$ cat src/rtl/sa_act_feeder.sv
// sa_act_feeder: FIFO-buffered activation feeder that skews each vector across systolic-array rows
// Ports: clk/rst (async active-high); i_valid/o_ready/i_act/i_last input handshake;
//        o_act/o_act_valid skewed lanes (lane r delayed r cycles); o_mode/o_busy PE mode;
//        o_done pulses when a tile's last vector reaches the bottom lane.
module sa_act_feeder #(
    parameter int ROWS          = 4,
    parameter int MUL_DATAWIDTH = 8,
    parameter int FIFO_DEPTH    = 4
) (
    input  logic                          clk,
    input  logic                          rst,
    input  logic                          i_valid,
    output logic                          o_ready,
    input  logic [ROWS*MUL_DATAWIDTH-1:0] i_act,
    input  logic                          i_last,
    output logic [ROWS*MUL_DATAWIDTH-1:0] o_act,
    output logic [ROWS-1:0]               o_act_valid,
    output logic                          o_mode,
    output logic                          o_busy,
    output logic                          o_done
);
    localparam int MW = MUL_DATAWIDTH;
    localparam int DW = ROWS * MW;
    localparam int AW = $clog2(FIFO_DEPTH);
    localparam int CW = $clog2(ROWS + 1);

    typedef enum logic [1:0] {IDLE, STREAM, DRAIN} state_t;

    state_t          state_q, state_d;
    logic [CW-1:0]   cnt_q, cnt_d;
    logic [AW:0]     wr_q, rd_q;
    logic [DW:0]     mem_q [FIFO_DEPTH];
    logic [ROWS-1:0] last_q;
    logic            full, empty, push, pop;
    logic [DW:0]     head;

    // Pointers carry one extra wrap bit so full and empty are distinguishable.
    assign full    = (wr_q ^ rd_q) == {1'b1, {AW{1'b0}}};
    assign empty   = wr_q == rd_q;
    assign o_ready = !full;
    assign push    = i_valid && !full;
    assign pop     = !empty && state_q != DRAIN;
    assign head    = mem_q[rd_q[AW-1:0]];

    always_ff @(posedge clk) begin
        if (push) mem_q[wr_q[AW-1:0]] <= {i_last, i_act};
    end

    always_ff @(posedge clk or posedge rst) begin
        if (rst) begin
            wr_q    <= '0;
            rd_q    <= '0;
            state_q <= IDLE;
            cnt_q   <= '0;
        end else begin
            wr_q    <= wr_q + (AW+1)'(push);
            rd_q    <= rd_q + (AW+1)'(pop);
            state_q <= state_d;
            cnt_q   <= cnt_d;
        end
    end

    always_comb begin
        state_d = state_q;
        cnt_d   = cnt_q;
        case (state_q)
            IDLE, STREAM: begin
                if (pop) begin
                    // A single-row array has nothing to flush, so a last vector ends the tile at once.
                    state_d = head[DW] ? (ROWS == 1 ? IDLE : DRAIN) : STREAM;
                    cnt_d   = head[DW] ? CW'(ROWS - 1) : cnt_q;
                end
            end
            DRAIN: begin
                cnt_d   = cnt_q - CW'(1);
                state_d = cnt_q == CW'(1) ? IDLE : DRAIN;
            end
            default: state_d = IDLE;
        endcase
    end

    // Lane r is a chain of r+1 registers; bubbles enter as zero data with valid low.
    for (genvar r = 0; r < ROWS; r++) begin : g_lane
        logic [MW-1:0] d_q [r+1];
        logic [r:0]    v_q;
        always_ff @(posedge clk or posedge rst) begin
            if (rst) begin
                for (int j = 0; j <= r; j++) d_q[j] <= '0;
                v_q <= '0;
            end else begin
                d_q[0] <= pop ? head[r*MW +: MW] : '0;
                v_q[0] <= pop;
                for (int j = 1; j <= r; j++) begin
                    d_q[j] <= d_q[j-1];
                    v_q[j] <= v_q[j-1];
                end
            end
        end
        assign o_act[r*MW +: MW] = d_q[r];
        assign o_act_valid[r]    = v_q[r];
    end

    // The last flag rides alongside the bottom lane so o_done lines up with its data.
    always_ff @(posedge clk or posedge rst) begin
        if (rst) begin
            last_q <= '0;
        end else begin
            last_q[0] <= pop && head[DW];
            for (int j = 1; j < ROWS; j++) last_q[j] <= last_q[j-1];
        end
    end

    assign o_done = last_q[ROWS-1];
    assign o_mode = state_q != IDLE;
    assign o_busy = o_mode;
endmodule
$ cat config.mk
export PLATFORM = sky130hd
export DESIGN_NAME = sa_act_feeder
export DESIGN_NICKNAME = d
export VERILOG_FILES = /design/src/rtl/sa_act_feeder.sv
export SDC_FILE = /design/constraint.sdc
export NUM_CORES = 1
export LEC_CHECK = 0
export CORE_AREA = 2 2 124 126
export CTS_CLUSTER_DIAMETER = 150
export DETAILED_ROUTE_END_ITERATION = 10
export DIE_AREA = 0 0 126 128
export GPL_ROUTABILITY_DRIVEN = 0
export PLACE_DENSITY = 0.81
export SLEW_MARGIN = 40
export SYNTH_ARGS = -nofsm -noshare
export SYNTH_HDL_FRONTEND = slang
export SYNTH_SLANG_ARGS = --single-unit
$ cat constraint.sdc
create_clock -name clk -period 5.6 [get_ports clk]
set_input_delay 0.84 -clock clk [delete_from_list [all_inputs] [get_ports clk]]
set_output_delay 0.84 -clock clk [all_outputs]
set_load 0.005 [all_outputs]
==> summary.md, run 1 <==
| Metric | Value |
|---|---|
| Crit Path Category | `register to primary output` |
| Die ar. | `between 15000 and 20000 um^2` |
| Asr flop ratio synth | `0.429` |
| Leading cell type by number of instances after synthesis | `edfxtp_1` |
| Min Clock Period, post-route | `about 3.3 ns` |
| Hold WC Path Type | `register to register` |
| Vias | `between 3000 and 4000` |
| Max-cap violations | `0` |
| Routed Antenna Nets | `0` |
| Vias in the first global route | `roughly 3600` |
| Clock tree buffer depth | `3` |
| CTS Sinks | `231` |
| Synth warn | `0` |
| Worst clock skew | `~0.0097 ns` |
| Placed instance area | `8840 um^2` |
| Layout cells sized above 1 | `0.183` |
| DR DRC count | `0` |
| Arrival @ worst endpoint | `2.47 ns` |
| Initial antenna violation count | `0` |
| Routed wire per std cell | `19.4 um` |
| CORE AREA | `roughly 15000 um^2` |
| Synth Register Bits | `roughly 230` |
| Syn Std Cell Area | `approximately 8000 um^2` |
| Critical Path Start Type | `register` |
| Hold Buf Count CTS | `0` |
| Post-synth cell types | `29` |
| Total setup buffers inserted after CTS | `0` |
| First-pass GRT wire length | `19800 um` |
| GR Util All Layers | `0.161` |
| Largest net degree at the start of global routing | `63` |
| Pleak | `approximately 3.6 nW` |
| Min Hold Slack | `~0.35 ns` |
| Avg Vias per Cell | `around 5.3` |
| Post_cts resized | `0` |
| # H-tree levels | `1` |
| Pwr per Cell Area | `559 nW/um^2` |
| Post-Synthesis Cells | `approximately 380` |
| RSZ-0062 raised after global routing | `no` |
| Post-layout util | `0.639` |
| Max frequency | `0.302 GHz` |
| Layout Nets | `between 400 and 500` |
| EDFF count, synth | `~130` |
| Largest cells by area after synthesis | `edfxtp_1 (49%), dfrtp_1 (31%), mux4_2 (9.3%)` |
| Post-DP HPWL | `between 7000 and 8000 um` |
| GR Overflow Total | `0` |
| Final Setup Violations | `0` |
| Worst EP required | `between 4 and 5 ns` |
| CTS clk-pin slew, worst paths | `about 0.060 ns` |
| Area Growth Syn to Fin | `18.3%` |
| TritonCTS clock tree | `yes` |
| Pins Over Slew Limit | `0` |
| Router iterations before antenna repair | `4` |
| Period utilisation layout | `0.591` |
| Largest area contributor in the netlist | `edfxtp_1` |
| Most frequent cells after synthesis | `edfxtp_1 (132), dfrtp_1 (99), nor2b_1 (34)` |
| Max rail drop VDD | `between 0.2 and 0.3 mV` |
| N_diodes | `0` |
| Slew HR | `0.533` |
| Ports | `76` |
| Worst slew pin tran | `~0.70 ns` |
| Post-synth net total | `between 400 and 500` |
| Synth top area share | `0.494` |
| Status | `finished clean` |
| Die Y-Extent | `128 um` |
| Initial Util | `0.540` |
| Clock latency on the worst-skew pair | `~0.5 ns` |
| TritonCTS Buffers | `23` |
| Seq/Total Area, Yosys | `0.802` |
| Post-route cell area | `about 9500 um^2` |
| Top_reg_cell synth | `edfxtp_1` |
| Routed WL | `approximately 13000 um` |
| TNS Setup | `0 ns` |
| IO buf count | `75` |
| CP endpoint kind | `primary output` |
| Syn avg cell area | `~21 um^2` |
| Die width | `between 100 and 150 um` |
| Worst Path Max Fanout | `35` |
| Total power | `about 5.3 mW` |
| Site Rows | `45` |
| Hold Vio Cnt, Final | `0` |
| Root Driver | `clkbuf_16` |
| Starting DRT DRC Count | `about 240` |
[registers in the layout, indices dropped and copies added, names as in the netlist]
| name | cells |
|---|---|
| last_q | 4 |
| o_act | 24 |
| mem_q | 132 |
| cnt_q | 3 |
| rd_q | 3 |
| state_q | 2 |
| wr_q | 3 |
| g_lane.d_q | 56 |
| g_lane.v_q | 4 |
[per-layer routing]
| layer | vias to the layer above | share of wire | global-route usage |
|---|---|---|---|
| met3 | 16 | 0.051 | 0.0313 |
| met4 | 0 | 0.011 | 0.0420 |
| met1 | 1832 | 0.41 | 0.219 |
| met2 | 104 | 0.53 | 0.274 |
| li1 | 1519 | - | - |
| met5 | - | 0 | 0 |
[power breakdown]
| part | leakage (nW) | internal [mW] | total (mW) | switching [mW] |
|---|---|---|---|---|
| clock | 0.324 | 0.754 | 1.33 | 0.576 |
| sequential | 2.44 | 2.38 | 2.62 | 0.239 |
| combinational | 0.796 | 0.732 | 1.36 | 0.626 |
| total | 3.56 | 3.87 | 5.31 | 1.44 |
[cells by family (layout without fill, tap and decap cells)]
kind of cell	count (synthesis)	in the layout	share of synthesized area
flip-flops	231	231	0.802
adder cells (fa/ha/maj)	6	6	0.00935
AO/OA/AOI/OAI	9	9	0.0123
buffers and inverters	45	131	0.0386
XOR/XNOR	8	8	0.0106
multiplexers	33	33	0.0926
AND/OR/NAND/NOR	46	46	0.0343
[area by class of cell]
cell class              instances  area [um^2]
well taps                     188          235
inverters                       7         28.8
fillers                       998         5360
clock buffers                  29          598
flip-flops and latches        231         6450
clock inverters                12         57.6
multi-input cells             102         1310
repair buffers                 83          830
[worst max-delay path, stage by stage (launching register included)]
cell	delay, ns
dfrtp_2	0.34
buf_4	0.55
xor2_2	0.26
or3_1	0.36
clkdlybuf4s50_1	0.45
[path summary, 6_finish.rpt]
path | start | end | slack (ns) | depth (start not counted)
max | rd_q[0] | o_ready | 2.29 | 4
max reg2reg | rd_q[0] | rd_q[2] | 3.00 | 8
min | g_lane[3].d_q[27] | g_lane[3].d_q[19] | 0.35 | 0
min reg2reg | g_lane[3].d_q[27] | g_lane[3].d_q[19] | 0.35 | 0
min in group asynchronous | rst | g_lane[3].d_q[26] | 0.74 | 2
max in group asynchronous | rst | rd_q[1] | 3.94 | 3
[cells in the final DEF, fill, tap and decap left out, drive strengths merged, types with 2 or more instances in the layout]
master | netlist | final
ha | 6 | 6
xor2 | 6 | 6
clkdlybuf4s50 | 0 | 75
dfrtp | 99 | 99
nor3 | 2 | 2
o31a | 3 | 3
buf | 37 | 8
clkinv | 0 | 11
nand2 | 4 | 4
mux4 | 33 | 33
edfxtp | 132 | 132
inv | 7 | 7
nor2b | 34 | 34
xnor2 | 2 | 2
clkbuf | 1 | 29
nor3b | 2 | 2
[per-stage QoR]
step                      instances  worst slack [ns]
after floorplan                 378              1.62
after global placement          609              2.73
after detailed placement        611              2.69
after CTS                       652              2.16
after global routing            652              2.10
final                           652              2.29
(Power assumes the default switching activity.)
==> inputs of run 2 (changes only) <==
- clock period: 5.6 -> 3.4 ns (I/O delays scaled with it)
==> run 2 against run 1 <==
Utilization increased by 0.56 points. Worst hold slack got worse by 0.011 ns. Combinational power increased by 72%. Clock skew increased by 0.0065 ns. Worst setup slack got worse by 1.5 ns. Clock power increased by 81%. Final cell count unchanged. Final area increased by 0.88%. Largest cell class unchanged. Power increased by 69%. Sequential power increased by 61%. Register-to-register slack got worse by 1.9 ns.
==> summary.md, run 2 (synthesized netlist as in run 1, its figures left out) <==
| Metric | Value |
|---|---|
| Worst slew pin tran | `around 0.66 ns` |
| Max rail drop VDD | `between 0.5 and 0.6 mV` |
| Status | `finished clean` |
| CTS Sinks | `231` |
| Multi-input logic area | `roughly 1300 um^2` |
| R2r worst-path depth | `5` |
| Worst clock skew | `~0.016 ns` |
| Hold WC Path Type | `register to register` |
| M3 GR Usage | `0.0309` |
| TritonCTS clock tree | `yes` |
| Hold path startpoint | `g_lane[1].d_q[11]` |
| Worst Path Max Fanout | `6` |
| Met2 Track Usage GR | `0.294` |
| Pins Over Slew Limit | `0` |
| Clock tree buffer depth | `3` |
| TNS Setup | `0 ns` |
| R2R Path Start | `wr_q[1]` |
| Die Y-Extent | `around 130 um` |
| GR Util All Layers | `0.164` |
| Initial Util | `0.540` |
| Routed WL | `12600 um` |
| Pleak | `3.60 nW` |
| DR DRC count | `0` |
| Die ar. | `16100 um^2` |
| Flip-flop and latch area | `6440 um^2` |
| CTS clk-pin slew, worst paths | `roughly 0.060 ns` |
| N_diodes | `0` |
| CORE AREA | `roughly 15000 um^2` |
| Avg Vias per Cell | `~5.3` |
| Ports | `76` |
| Post-DP HPWL | `between 7000 and 8000 um` |
| GR peak layer | `met2` |
| Clock latency on the worst-skew pair | `slightly below 0.5 ns` |
| Slew HR | `0.558` |
| Routed wire per std cell | `slightly below 20 um` |
| Most frequent cells in the layout | `edfxtp_1 (132), dfrtp_1 (97), clkdlybuf4s50_1 (75), nor2b_1 (34), mux4_2 (33)` |
| Hold Path Stages | `0` |
| RSZ-0062 raised after global routing | `no` |
| TritonCTS Buffers | `22` |
| Initial antenna violation count | `0` |
| Hold EP | `o_act[11]` |
| Layout cells sized above 1 | `0.181` |
| CP endpoint kind | `primary output` |
| # fillers | `between 900 and 1000` |
| Min Hold Slack | `0.336 ns` |
| IO buf count | `75` |
| Commonest non-fill, non-tap cell in the layout | `edfxtp_1` |
| Period utilisation layout | `0.777` |
| Largest net degree at the start of global routing | `64` |
| Critical Path Start Type | `register` |
| Layout Nets | `just under 500` |
| Vias in the first global route | `between 3000 and 4000` |
| Post_cts resized | `0` |
| Pwr per Cell Area | `approximately 940 nW/um^2` |
| Hold Vio Cnt, Final | `0` |
| Crit Path Category | `register to primary output` |
| Max frequency | `0.378 GHz` |
| Routed Antenna Nets | `0` |
| First-pass GRT wire length | `20300 um` |
| Worst EP required | `a little under 3 ns` |
| Site Rows | `45` |
| GR Util met1 | `0.204` |
| Hold Buf Count CTS | `0` |
| Min Clock Period, post-route | `between 2 and 3 ns` |
| Vias | `about 3400` |
| Final Setup Violations | `0` |
| Router iterations before antenna repair | `4` |
| R2R setup slack | `roughly 1.1 ns` |
| Total setup buffers inserted after CTS | `0` |
| Max reg flops | `about 130` |
| Area Growth Syn to Fin | `19.4%` |
| # H-tree levels | `1` |
| R2R Path End | `mem_q[2][20]` |
| Arrival @ worst endpoint | `around 2.1 ns` |
| Max-cap violations | `0` |
| Starting DRT DRC Count | `about 250` |
| GR Overflow Total | `0` |
| Root Driver | `clkbuf_16` |
| Die width | `about 130 um` |
-- run 2: changes by cell type in the layout (fill, tap and decap cells not counted), moves of 2 or more --
cell / delta
buf_8: -2
nor3b_2: -2
clkinv_1: -3
bufinv_16: +3
clkbuf_1: +3
nor3b_4: +2
buf_4: +3
clkinv_2: -4
-- run 2: routing by layer --
layer | up-vias | part of all wire
met4 | 0 | 0.019
met5 | - | 0
met3 | 23 | 0.046
li1 | 1513 | -
met2 | 100 | 0.53
met1 | 1811 | 0.40
-- run 2: metrics by stage --
| step | utilization | instance area, um^2 | setup slack (ns) | instances | power [mW] |
|---|---|---|---|---|---|
| after floorplan | - | 8040 | 0.300 | 378 | 5.91 |
| after global placement | 0.596 | 8860 | 1.16 | 612 | 6.53 |
| after detailed placement | 0.596 | 8860 | 1.12 | 612 | 6.65 |
| after CTS | 0.645 | 9580 | 0.741 | 652 | 9.11 |
| after global routing | 0.645 | 9580 | 0.682 | 652 | 9.46 |
| final | 0.645 | 9580 | 0.758 | 652 | 8.99 |
-- run 2: worst max path at each step --
stage	to	slack (ns)	depth (start not counted)	startpoint
floorplan	cnt_q[0]	0.30	1	rst
global placement	mem_q[2][25]	1.16	5	i_valid
detailed placement	mem_q[2][29]	1.12	5	i_valid
CTS	o_ready	0.74	3	wr_q[1]
global route	o_ready	0.68	3	wr_q[1]
finish	o_ready	0.76	3	wr_q[1]
-- run 2: worst max-delay path: stages (launching register included) --
cell	delay [ns]
dfrtp_1	0.57
xor2_2	0.21
or3_1	0.41
clkdlybuf4s50_1	0.45
-- run 2: cell type report --
class                   instances  area share
well taps                     188      0.0245
flip-flops and latches        231       0.672
clock buffers                  32      0.0636
clock inverters                 8      0.0123
inverters                       7     0.00300
multi-input cells             102       0.138
repair buffers                 84      0.0867
-- run 2: report_power, final --
| group | internal, mW | switching (mW) |
|---|---|---|
| registers | 3.92 | 0.313 |
| clock network | 1.48 | 0.937 |
| logic | 1.22 | 1.13 |
| total | 6.61 | 2.38 |
